File: src/rtl/csa_accum_ctrl.sv
// csa_accum_ctrl: sequencer for a carry-save multi-operand accumulator.
// Operands are folded into redundant sum/carry registers at one per cycle.
// The last operand starts a CHUNK-bit carry-propagate pass that resolves
// sum+carry into a binary result, LSB chunk first.
module csa_accum_ctrl #(
    parameter int DATA_WIDTH = 32,
    parameter int CHUNK      = 8
) (
    input  logic                  clk,
    input  logic                  rst,
    input  logic                  in_valid,
    output logic                  in_ready,
    input  logic [DATA_WIDTH-1:0] in_data,
    input  logic                  in_last,
    output logic                  out_valid,
    input  logic                  out_ready,
    output logic [DATA_WIDTH-1:0] out_data,
    output logic [15:0]           out_count,
    output logic                  busy
);

    localparam int NUM_CHUNKS = DATA_WIDTH / CHUNK;
    localparam int IDX_W      = (NUM_CHUNKS > 1) ? $clog2(NUM_CHUNKS) : 1;
    localparam logic [IDX_W-1:0] LAST_IDX = IDX_W'(NUM_CHUNKS - 1);

    localparam logic [1:0] IDLE    = 2'd0;
    localparam logic [1:0] ACCUM   = 2'd1;
    localparam logic [1:0] RESOLVE = 2'd2;
    localparam logic [1:0] DONE    = 2'd3;

    logic [1:0]            state;
    logic [DATA_WIDTH-1:0] sum_r;
    logic [DATA_WIDTH-1:0] carry_r;
    logic [DATA_WIDTH-1:0] out_data_r;
    logic [15:0]           count;
    logic                  cy_r;
    logic [IDX_W-1:0]      chunk_idx;

    logic [DATA_WIDTH-1:0] csa_sum;
    logic [DATA_WIDTH-1:0] csa_maj;
    logic [DATA_WIDTH-1:0] csa_carry;
    logic [CHUNK:0]        chunk_sum;
    logic [15:0]           count_inc;
    logic                  accept;

    assign accept = in_valid & in_ready;

    // 3:2 compression of the redundant pair with the incoming operand; the
    // shifted-out MSB carry is dropped so the sum wraps mod 2^DATA_WIDTH.
    assign csa_sum   = sum_r ^ carry_r ^ in_data;
    assign csa_maj   = (sum_r & carry_r) | (sum_r & in_data) | (carry_r & in_data);
    assign csa_carry = csa_maj << 1;

    // One slice of the carry-propagate adder, selected by the current chunk index.
    assign chunk_sum = {1'b0, sum_r[chunk_idx*CHUNK +: CHUNK]}
                     + {1'b0, carry_r[chunk_idx*CHUNK +: CHUNK]}
                     + {{CHUNK{1'b0}}, cy_r};

    // Operand count saturates instead of wrapping on very long sums.
    assign count_inc = (count == 16'hFFFF) ? count : count + 16'd1;

    assign in_ready  = (state == IDLE) || (state == ACCUM);
    assign out_valid = (state == DONE);
    assign busy      = (state != IDLE);
    assign out_data  = out_data_r;
    assign out_count = count;

    // State machine plus datapath registers; reset overrides everything else.
    always_ff @(posedge clk) begin
        if (rst) begin
            state      <= IDLE;
            sum_r      <= '0;
            carry_r    <= '0;
            out_data_r <= '0;
            count      <= '0;
            cy_r       <= 1'b0;
            chunk_idx  <= '0;
        end else begin
            case (state)
                IDLE: begin
                    if (accept) begin
                        sum_r     <= in_data;
                        carry_r   <= '0;
                        count     <= 16'd1;
                        cy_r      <= 1'b0;
                        chunk_idx <= '0;
                        state     <= in_last ? RESOLVE : ACCUM;
                    end
                end
                ACCUM: begin
                    if (accept) begin
                        sum_r   <= csa_sum;
                        carry_r <= csa_carry;
                        count   <= count_inc;
                        if (in_last) begin
                            state <= RESOLVE;
                        end
                    end
                end
                RESOLVE: begin
                    out_data_r[chunk_idx*CHUNK +: CHUNK] <= chunk_sum[CHUNK-1:0];
                    if (chunk_idx == LAST_IDX) begin
                        cy_r      <= 1'b0;
                        chunk_idx <= '0;
                        state     <= DONE;
                    end else begin
                        cy_r      <= chunk_sum[CHUNK];
                        chunk_idx <= chunk_idx + IDX_W'(1);
                    end
                end
                DONE: begin
                    if (out_ready) begin
                        state <= IDLE;
                    end
                end
                default: begin
                    state <= IDLE;
                end
            endcase
        end
    end

endmodule

File: config.mk
export PLATFORM = sky130hd
export DESIGN_NAME = csa_accum_ctrl
export DESIGN_NICKNAME = d
export VERILOG_FILES = /design/src/rtl/csa_accum_ctrl.sv
export SDC_FILE = /design/constraint.sdc
export NUM_CORES = 1
export LEC_CHECK = 0
export ABC_AREA = 1
export CAP_MARGIN = 5
export CORE_MARGIN = 1.5
export CORE_UTILIZATION = 25
export DETAILED_ROUTE_END_ITERATION = 16
export PLACE_DENSITY = 0.42
export SETUP_SLACK_MARGIN = 0.15
export SLEW_MARGIN = 20
export SYNTH_ARGS = -nofsm -noshare
export SYNTH_HDL_FRONTEND = slang
export SYNTH_SLANG_ARGS = --single-unit
File: constraint.sdc
create_clock -name clk -period 6.35 [get_ports clk]
set_input_delay 1.27 -clock clk [delete_from_list [all_inputs] [get_ports clk]]
set_output_delay 1.27 -clock clk [all_outputs]
set_load 0.03 [all_outputs]
==> impl_results.md <==
* Status: complete, no violations
* First-pass GRT wire length at 32220 um
* Final min period at 3.609 ns
* Vias in the first global route at 5789
* Clk pin slew, worst setup/hold paths at 0.06 ns
* Port bufs at 87
* Syn_nets at 994
* Fin Clk Skew at 0.01541 ns
* GR Util All Layers at 0.1498
* Commonest cells in the netlist: 160 x inv_1, 129 x nand2_1, 116 x dfxtp_1, 104 x nor2_1, 94 x a21oi_1
* Max Fclk at 0.2770 GHz
* Number of detailed-route iterations in the first pass at 4
* Setup_tns at 0 ns
* Post-synthesis cell count at 906
* I/O pin cnt at 88
* Largest family of logic cells by synthesized area: compound AO/OA/AOI/OAI gates
* Cts hold-fix bufs at 0
* Row count at 59
* Grt ovf at 0
* Ratio of final minimum period to clock period at 0.5684
* Top cell type by total area after synthesis: dfxtp_1
* DR DRC count at 0
* Post-DP HPWL at 14250 um
* Die width at 166.9 um
* Clock Path Buffers at 2
* Max IR drop VDD at 0.1519 mV
* Pwr/cell area at 323.0 mW/mm^2
* Number of cells after detailed placement at 1286
* WL per Instance at 15.30 um
* Starting Density at 0.2564
* Synth Area in Compound Gates at 0.1968
* Multi-input gate area at 0.003565 sq mm
* Iter 0 DRT Violations at 343
* Count of cell types in the netlist at 42
* Register area share after synthesis at 0.3456
* Synth-to-Final Area Change at 24.99%
* CP Data Arrival Time at 3.95 ns
* Critical path required time at 6.69 ns
* Mean number of vias per cell at 4.565
* TritonCTS clock tree: built
* Post-CTS setup buffers at 0
* Yosys warnings at 0
* Area share of fa/ha/maj cells after synthesis at 0.1307
* Crit. End Element: register
* DIE HEIGHT at 166.9 um
* Mapped cell area at 0.006719 sq mm
* Post-Synth XOR/XNOR Area at 0.006518
* Fill count at 2803
* CTS sink cnt at 116
* Setup Viol. Count Final at 0
* Endpoints failing hold at 0
* Slew headroom at 0.3442
* Most common flop cell mapped by yosys: dfxtp_1
* Clock latency on the worst-skew pair at 0.42 ns
* EDFF count, synth at 0
* Initial antenna violation count at 0
* Cell with the most instances after synthesis: inv_1
* N_diodes at 0
* Core Region at 0.02621 sq mm
* Gates resized, CTS repair at 0
* Share of cells above drive strength 1 at 0.05397
* Synth area leaders: dfxtp_1 35%, fa_1 9.5%, inv_1 8.9%, nand2_1 7.2%, a21oi_1 7.0%
* Type of origin of the critical path: register
* FF+latch area at 0.002322 sq mm
* Worst hold-check path type: reg2reg
* Leakage power at 3.089 nW
* #FFs+latches synth at 116
* Unrepaired setup endpoints after global routing: no
* Worst Tran Pin Value at 0.9827 ns
* CTS Buf Count at 17
* Synth Area in Simple Gates at 0.1965
* Multiplexer area fraction after synthesis at 0
* Max-Cap Viols at 0
* Pin count of the biggest net entering global routing at 66
* Placer Congestion at 0.7733
* Area share of the largest cell type after synthesis at 0.3456
* Layout Nets at 1058
* CP max FO at 46
* Post-Route WL at 20160 um
* Routed Antenna Nets at 0
* Async SR Flop Fraction at 0
* Clock root buffer: clkbuf_16
* Kind of critical path: reg2reg
* Finished Layout Cells at 1317
* Avg Cell Area, Syn at 7.416 sq um
* Via count at 6012
* H-tree depth at 4
* Slew Viols, Final at 0
* Die area at 0.02787 sq mm
[kinds of logic (layout without fill, tap and decap cells)]
logic type / after synthesis / in the layout
buffers and inverters: 211 / 287
AO/OA/AOI/OAI: 222 / 222
flip-flops: 116 / 116
adder cells (fa/ha/maj): 51 / 51
XOR/XNOR: 5 / 5
AND/OR/NAND/NOR: 301 / 301
[worst max-delay path, stage by stage, from the launching register on]
cell and delay, ns:
dfxtp_1 0.30, buf_4 0.34, clkinv_1 0.40, buf_4 0.38, a21oi_1 0.19, a21oi_1 0.09
fa_1 0.45, fa_1 0.42, nand2_1 0.07, nand2_1 0.06, and2_1 0.16, xor2_1 0.34
nand4_1 0.15, a21oi_1 0.16
[sequential cells by signal (all words and copies together) (netlist names)]
signal,flops
sum_r,32
state,2
chunk_idx,2
out_count,16
out_data,32
carry_r,31
cy_r,1
[final cells by class]
class                   count  area share
clock buffers              21     0.05483
clock inverters            10     0.01281
inverters                 164     0.07360
multi-input cells         579      0.4245
flip-flops and latches    116      0.2765
well taps                 335     0.04991
repair buffers             92      0.1079
[power by group]
| part | leakage, nW | internal (mW) | total (mW) | switching, mW |
|---|---|---|---|---|
| clock | 0.274 | 0.592 | 0.943 | 0.351 |
| sequential | 0.943 | 0.817 | 0.877 | 0.0598 |
| combinational | 1.87 | 0.274 | 0.893 | 0.619 |
| total | 3.09 | 1.68 | 2.71 | 1.03 |
[final timing paths]
kind,from,end,depth (start not counted),slack [ns]
setup / recovery,chunk_idx[0],out_data[12],13,2.74
hold / removal,out_data[5],out_data[5],2,0.46
setup reg to reg,chunk_idx[0],out_data[12],13,2.74
hold reg to reg,out_data[5],out_data[5],2,0.46
[routing by layer]
| metal | vias to the layer above | share of wire | GRT usage | wire length, um |
|---|---|---|---|---|
| met5 | - | 0 | 0 | 0 |
| met4 | 0 | 0.014 | 0.04664 | 283 |
| met3 | 18 | 0.028 | 0.02757 | 571 |
| met2 | 94 | 0.45 | 0.2385 | 9164 |
| met1 | 2811 | 0.50 | 0.2046 | 10140 |
| li1 | 3089 | - | - | - |
[through the flow]
stage,worst slack [ns],cell area [sq um],power (mW),utilization,hold WS (ns)
global placement,2.554,7830,1.797,0.2988,0.4555
CTS,2.727,8398,2.755,0.3205,0.4638
finish,2.741,8398,2.713,0.3205,0.4639
detailed placement,2.514,7830,1.799,0.2988,0.4554
global route,2.507,8398,2.905,0.3205,0.4749
floorplan,3.587,6719,1.518,-,0.4531
[cells in the final DEF (no fill, tap or decap), drive strengths merged, types with 4 or more instances in the layout]
cell	instances
o22ai	29
dfxtp	116
fa	32
nand2	135
nand3	29
xor2	4
a21oi	94
o21ai	30
clkinv	6
nand4	16
a22oi	4
nor2	107
clkbuf	21
ha	19
a211oi	60
nor3	7
clkdlybuf4s50	86
inv	163
buf	6
(Power assumes the default switching activity.)
